## src/rtl/timer_pkg.sv

```systemverilog
// rtl/timer_pkg.sv - shared state encodings and BCD digit constants for countdown_timer
package timer_pkg;

  localparam int DIGIT_W = 4;
  localparam logic [DIGIT_W-1:0] DIGIT_MAX = 4'd9;

  typedef enum logic [1:0] {
    S_IDLE   = 2'd0,
    S_RUN    = 2'd1,
    S_PAUSED = 2'd2,
    S_DONE   = 2'd3
  } state_t;

  // Preset digits above 9 are not valid BCD; saturate them.
  function automatic logic [DIGIT_W-1:0] clamp_digit(input logic [DIGIT_W-1:0] d);
    return (d > DIGIT_MAX) ? DIGIT_MAX : d;
  endfunction

endpackage

```

## src/rtl/countdown_tick.sv

```systemverilog
// rtl/countdown_tick.sv - one-second prescaler; counts while enabled, holds its count while disabled
module countdown_tick
  import timer_pkg::*;
#(
  parameter int CLOCK_FREQUENCY = 50000000
) (
  input  logic i_clk,
  input  logic i_reset,
  input  logic i_clear,
  input  logic i_enable,
  output logic o_tick
);

  localparam int CW = (CLOCK_FREQUENCY > 1) ? $clog2(CLOCK_FREQUENCY) : 1;
  localparam logic [CW-1:0] LAST = CW'(CLOCK_FREQUENCY - 1);

  logic [CW-1:0] r_count;
  logic          w_last;

  assign w_last = (r_count == LAST);
  assign o_tick = i_enable && w_last;

  always_ff @(posedge i_clk) begin
    if (i_reset || i_clear) begin
      r_count <= '0;
    end else if (i_enable) begin
      r_count <= w_last ? '0 : r_count + 1'b1;
    end
  end

endmodule

```

## src/rtl/countdown_timer.sv

```systemverilog
// rtl/countdown_timer.sv - two-digit BCD countdown timer; optional Warn output under COUNTDOWN_WARN_EN
module countdown_timer
  import timer_pkg::*;
#(
  parameter int CLOCK_FREQUENCY = 50000000,
  parameter int START_SECONDS   = 60
) (
  input  logic               ClockIn,
  input  logic               Reset,
  input  logic               Load,
  input  logic [DIGIT_W-1:0] LoadTens,
  input  logic [DIGIT_W-1:0] LoadOnes,
  input  logic               Start,
  input  logic               Pause,
  output logic [DIGIT_W-1:0] TensValue,
  output logic [DIGIT_W-1:0] OnesValue,
  output logic               Running,
  output logic               TimeUp,
  output logic               Expired,
  output logic               Warn
);

  localparam logic [DIGIT_W-1:0] RESET_TENS = DIGIT_W'(START_SECONDS / 10);
  localparam logic [DIGIT_W-1:0] RESET_ONES = DIGIT_W'(START_SECONDS % 10);

  state_t             r_state, w_next_state;
  logic [DIGIT_W-1:0] r_tens, r_ones, w_next_tens, w_next_ones;
  logic               r_running, r_time_up, r_expired;
  logic               w_time_up_next, w_start_ok, w_clear, w_enable, w_tick;

  assign w_start_ok = Start && (r_state == S_IDLE) && ((r_tens != '0) || (r_ones != '0));
  assign w_clear    = Load || w_start_ok;
  // Pause holds the prescaler, so a tick due this cycle is carried to the next RUN cycle.
  assign w_enable   = (r_state == S_RUN) && !Load && !Pause;

  countdown_tick #(
    .CLOCK_FREQUENCY(CLOCK_FREQUENCY)
  ) u_tick (
    .i_clk   (ClockIn),
    .i_reset (Reset),
    .i_clear (w_clear),
    .i_enable(w_enable),
    .o_tick  (w_tick)
  );

  always_comb begin
    w_next_state   = r_state;
    w_next_tens    = r_tens;
    w_next_ones    = r_ones;
    w_time_up_next = 1'b0;
    if (Load) begin
      w_next_tens  = clamp_digit(LoadTens);
      w_next_ones  = clamp_digit(LoadOnes);
      w_next_state = S_IDLE;
    end else if (w_start_ok) begin
      w_next_state = S_RUN;
    end else begin
      case (r_state)
        S_RUN: begin
          if (Pause) begin
            w_next_state = S_PAUSED;
          end else if (w_tick) begin
            if (r_ones == '0) begin
              w_next_ones = DIGIT_MAX;
              w_next_tens = r_tens - 1'b1;
            end else begin
              w_next_ones = r_ones - 1'b1;
            end
            if ((r_tens == '0) && (r_ones == 4'd1)) begin
              w_next_state   = S_DONE;
              w_time_up_next = 1'b1;
            end
          end
        end
        S_PAUSED: if (!Pause) w_next_state = S_RUN;
        default: ;
      endcase
    end
  end

  always_ff @(posedge ClockIn) begin
    if (Reset) begin
      r_state   <= S_IDLE;
      r_tens    <= RESET_TENS;
      r_ones    <= RESET_ONES;
      r_running <= 1'b0;
      r_time_up <= 1'b0;
      r_expired <= 1'b0;
    end else begin
      r_state   <= w_next_state;
      r_tens    <= w_next_tens;
      r_ones    <= w_next_ones;
      r_running <= (w_next_state == S_RUN);
      r_time_up <= w_time_up_next;
      r_expired <= (w_next_state == S_DONE);
    end
  end

  assign TensValue = r_tens;
  assign OnesValue = r_ones;
  assign Running   = r_running;
  assign TimeUp    = r_time_up;
  assign Expired   = r_expired;

`ifdef COUNTDOWN_WARN_EN
  logic r_warn, w_warn_next;

  always_comb begin
    w_warn_next = ((w_next_state == S_RUN) || (w_next_state == S_PAUSED)) &&
                  ((w_next_tens == '0) || ((w_next_tens == 4'd1) && (w_next_ones == '0)));
  end

  always_ff @(posedge ClockIn) begin
    if (Reset) r_warn <= 1'b0;
    else       r_warn <= w_warn_next;
  end

  assign Warn = r_warn;
`else
  assign Warn = 1'b0;
`endif

endmodule

```

## config.mk

```make
export PLATFORM = sky130hd
export DESIGN_NAME = countdown_timer
export DESIGN_NICKNAME = d
export VERILOG_FILES = /design/src/rtl/timer_pkg.sv /design/src/rtl/countdown_tick.sv /design/src/rtl/countdown_timer.sv
export SDC_FILE = /design/constraint.sdc
export NUM_CORES = 1
export LEC_CHECK = 0
export ABC_AREA = 1
export CAP_MARGIN = 20
export CELL_PAD_IN_SITES_DETAIL_PLACEMENT = 1
export CELL_PAD_IN_SITES_GLOBAL_PLACEMENT = 2
export CORE_ASPECT_RATIO = 0.5
export CORE_MARGIN = 2
export CORE_UTILIZATION = 33
export DETAILED_ROUTE_END_ITERATION = 12
export PLACE_DENSITY = 0.86
export REMOVE_ABC_BUFFERS = 1
export SLEW_MARGIN = 15
export SYNTH_ARGS = -nofsm -noshare
export SYNTH_HDL_FRONTEND = slang
export SYNTH_SLANG_ARGS = --single-unit
```

## constraint.sdc

```tcl
create_clock -name ClockIn -period 5.54 [get_ports ClockIn]
set_clock_uncertainty 0.1 [all_clocks]
set_input_delay 1.108 -clock ClockIn [delete_from_list [all_inputs] [get_ports ClockIn]]
set_output_delay 1.108 -clock ClockIn [all_outputs]
set_load 0.02 [all_outputs]
```

==> flow_summary_export.csv <==
group,metric,value,unit
outcome,run_status,"completed",
final_layout,fin_nets,402,
synth,synth.top_cell.area_share,33.40,%
run,drv_cap,0,
pwr,net-switching-power,0.1611,mW
synth,synth_area_leader_cell,"dfxtp_1",
placed_design,hpwl,5.160,mm
route,drt-met1-wl,3.155,mm
synth,synth.area.top_cells,"dfxtp_1 33%, nand2_1 12%, nor2_1 8.7%",
sta,rsz0062_at_grt,"no",
synth,yosysSeqAreaShare,33.40,%
route,top_layer,"met4",
route,postRouteAntennaNets,0,
die,die_area,0.007813,mm^2
clock_tree,numCtsBuffers,5,
clock_tree,ctsHoldBuffers,0,
sta,final.min_clock_period,3.217,ns
worst_setup_path,cp.arrival,3.29,ns
final_layout,layout_common_cells,"75 x nand2_1, 54 x nor2_1, 53 x inv_1, 39 x dfxtp_1, 23 x clkdlybuf4s50_1",
synth,synth_seq_cells,39,
die,ios,25,
sta,period_share,58.06,%
synth,syn_avg_cell_area,6.492,um^2
synth,synth.distinct_cells,36,
sta,max_freq,0.3109,GHz
min_path,hp-class,"flop to flop",
final_layout,seqCellArea,780.7,um^2
worst_setup_path,start_kind,"input port",
route,drc,0,
pwr,p_comb_share,11.5,%
sta,fin_setup_tns,0,ns
die,num_rows,21,
grt,track_usage,18.17,%
sta,setup_viol,0,
worst_setup_path,timing.rr.start,"r_state[1]",
die,core,0.006779,mm^2
worst_setup_path,cp-startpoint,"Load",
pwr,swShare,24.97,%
clock_tree,clk_latency,0.29,ns
final_layout,fillers,907,
worst_setup_path,cpPeakStageDelay,0.66,ns
route,initialDrtViolationCount,88,
placed_design,globalplace.congestion,0.8390,
grt,grt_pass1_wl,11.23,mm
worst_setup_path,end_kind,"flop",
synth,ys_warn_count,0,
final_layout,syn2layout_area_growth,19.06,%
clock_tree,numClockSinks,39,
synth,syn_inst,360,
route,via_count,2363,
sta,finalHoldViolations,0,
pwr,p_int,0.4841,mW
sta,slew_viol_final,0,
grt,grt_pass1_vias,2501,
final_layout,final_common_cell,"nand2_1",
clock_tree,cts_htree_levels,2,
grt,antenna_found_initial,0,
pwr,seqPwrFrac,45.3,%
route,drtPass1Iterations,4,
clock_tree,clk_pin_slew_worst_paths,0.06,ns
sta,tightest_slew,0.4963,ns
pwr,p_leak,1.042,nW
worst_setup_path,critPathMaxFanout,14,
final_layout,multi_input_area,0.001296,mm^2
worst_setup_path,cp_cell_sequence,"clkdlybuf4s50_1 > inv_2 > nand3_2 > nor2_1 > nand4_1 > nor2_2 > nand3_1 > nor2_2 > nand3_1 > nand2_1 > nor2_1",
clock_tree,post_cts_buffers,0,
route,routedWlPerCell,13.62,um
grt,grt_overflow,0,
placed_design,port_buffers,23,
pwr,total_power,0.6452,mW
grt,grt_max_degree,15,
min_path,hold_start,"u_tick.r_count[13]",
worst_setup_path,cp_slowest_cell,"clkdlybuf4s50_1",
worst_setup_path,required,5.62,ns
die,dieWidth,123.0,um
clock_tree,cts_root_buffer,"clkbuf_16",
worst_setup_path,crit_type,"input port to flop",
clock_tree,cts_tree,"done",
clock_tree,post_cts_resized,0,
pwr,pwr-share-clk,43.2,%
final_layout,diodes,0,
pwr,ir_drop,0.00009619,V
final_layout,drive_gt1_share,8.571,%
die,die_y,63.51,um
route,wl_met2,3.080,mm
route,vias_per_cell,4.954,
synth,synth_area,0.002337,mm^2
die,start_util,34.48,%
route,wl,6.497,mm
clock_tree,cts_buffer_depth,2,
pwr,power_density,231.9,mW/mm^2
route,met3RoutedLength,202,um
sta,slew_headroom,66.81,%
[cell usage after synthesis]
| master | number |
|---|---|
| a211oi_1 | 1 |
| a211oi_2 | 1 |
| a21boi_0 | 2 |
| a21oi_1 | 16 |
| a221oi_1 | 1 |
| a22oi_1 | 1 |
| buf_1 | 1 |
| buf_4 | 2 |
| buf_6 | 1 |
| clkbuf_1 | 2 |
| clkinv_2 | 1 |
| conb_1 | 1 |
| dfxtp_1 | 39 |
| ha_1 | 5 |
| inv_1 | 53 |
| inv_2 | 5 |
| nand2_1 | 75 |
| nand2_2 | 6 |
| nand3_1 | 21 |
| nand3_2 | 2 |
| nand3_4 | 1 |
| nand4_1 | 10 |
| nor2_1 | 54 |
| nor2_2 | 7 |
| nor2_4 | 2 |
| nor3_1 | 13 |
| nor3_2 | 2 |
| nor4_1 | 5 |
| o21a_1 | 2 |
| o21ai_0 | 16 |
| o21ai_1 | 1 |
| o22ai_1 | 2 |
| o32ai_1 | 1 |
| or2_0 | 1 |
| xnor2_1 | 2 |
| xor2_1 | 5 |
[layout make-up]
class	instances	area share, %
Multi-Input combinational cell	256	46.58
Clock buffer	7	4.766
Timing Repair Buffer	23	8.273
Inverter	59	8.004
Sequential cell	39	28.06
Tap cell	92	4.137
Clock inverter	1	0.1799
[routing by layer]
metal | up-vias | track usage, %
li1 | 1195 | -
met1 | 1122 | 23.03
met2 | 38 | 31.01
met3 | 8 | 3.895
met4 | 0 | 5.256
met5 | - | 0
[power groups by stage]
stage	combinational, mW	clock (mW)	sequential, mW
3_5_place_dp	0.0751	0	0.298
6_report	0.0745	0.279	0.292
4_1_cts	0.0753	0.287	0.292
3_3_place_gp	0.0737	0	0.298
2_1_floorplan	0.0365	0	0.304
5_1_grt	0.0834	0.299	0.293
[worst paths after layout]
kind / to / slack, ns / depth (start not counted)
worst min register to register: u_tick.r_count[13] / 0.38 / 2
worst max register to register: u_tick.r_count[19] / 3.36 / 11
worst min-delay path: u_tick.r_count[13] / 0.38 / 2
worst max-delay path: u_tick.r_count[19] / 2.32 / 11
[kinds of logic after synthesis]
| group | count (synthesis) | share of synthesized area [%] |
|---|---|---|
| XOR/XNOR | 7 | 2.623 |
| AO/OA/AOI/OAI | 44 | 10.81 |
| other | 1 | 0.1604 |
| AND/OR/NAND/NOR | 199 | 39.19 |
| flip-flops | 39 | 33.40 |
| buffers and inverters | 65 | 11.13 |
| adder cells (fa/ha/maj) | 5 | 2.677 |
[registers in the layout (all words and copies together), names as in the netlist]
signal,cells
OnesValue,4
u_tick.r_count,26
r_state,2
TimeUp,1
TensValue,4
Running,1
Expired,1
[metrics by stage]
stage	worst slack [ns]	cell area (um^2)	std cells	hold slack (ns)	util, %
finish	2.323	2783	477	0.3779	41.05
global route	2.100	2783	477	0.4135	41.05
CTS	2.321	2783	477	0.3829	41.05
detailed placement	2.046	2645	469	0.3729	39.02
global placement	2.143	2645	469	0.3709	39.02
floorplan	3.095	2300	354	0.3483	-
[critical path, delay by kind of cell]
kind,cells,cell delay (ns)
buffers and inverters,2,0.89
and+or+nand+nor,9,1.29
(Power assumes the default switching activity.)
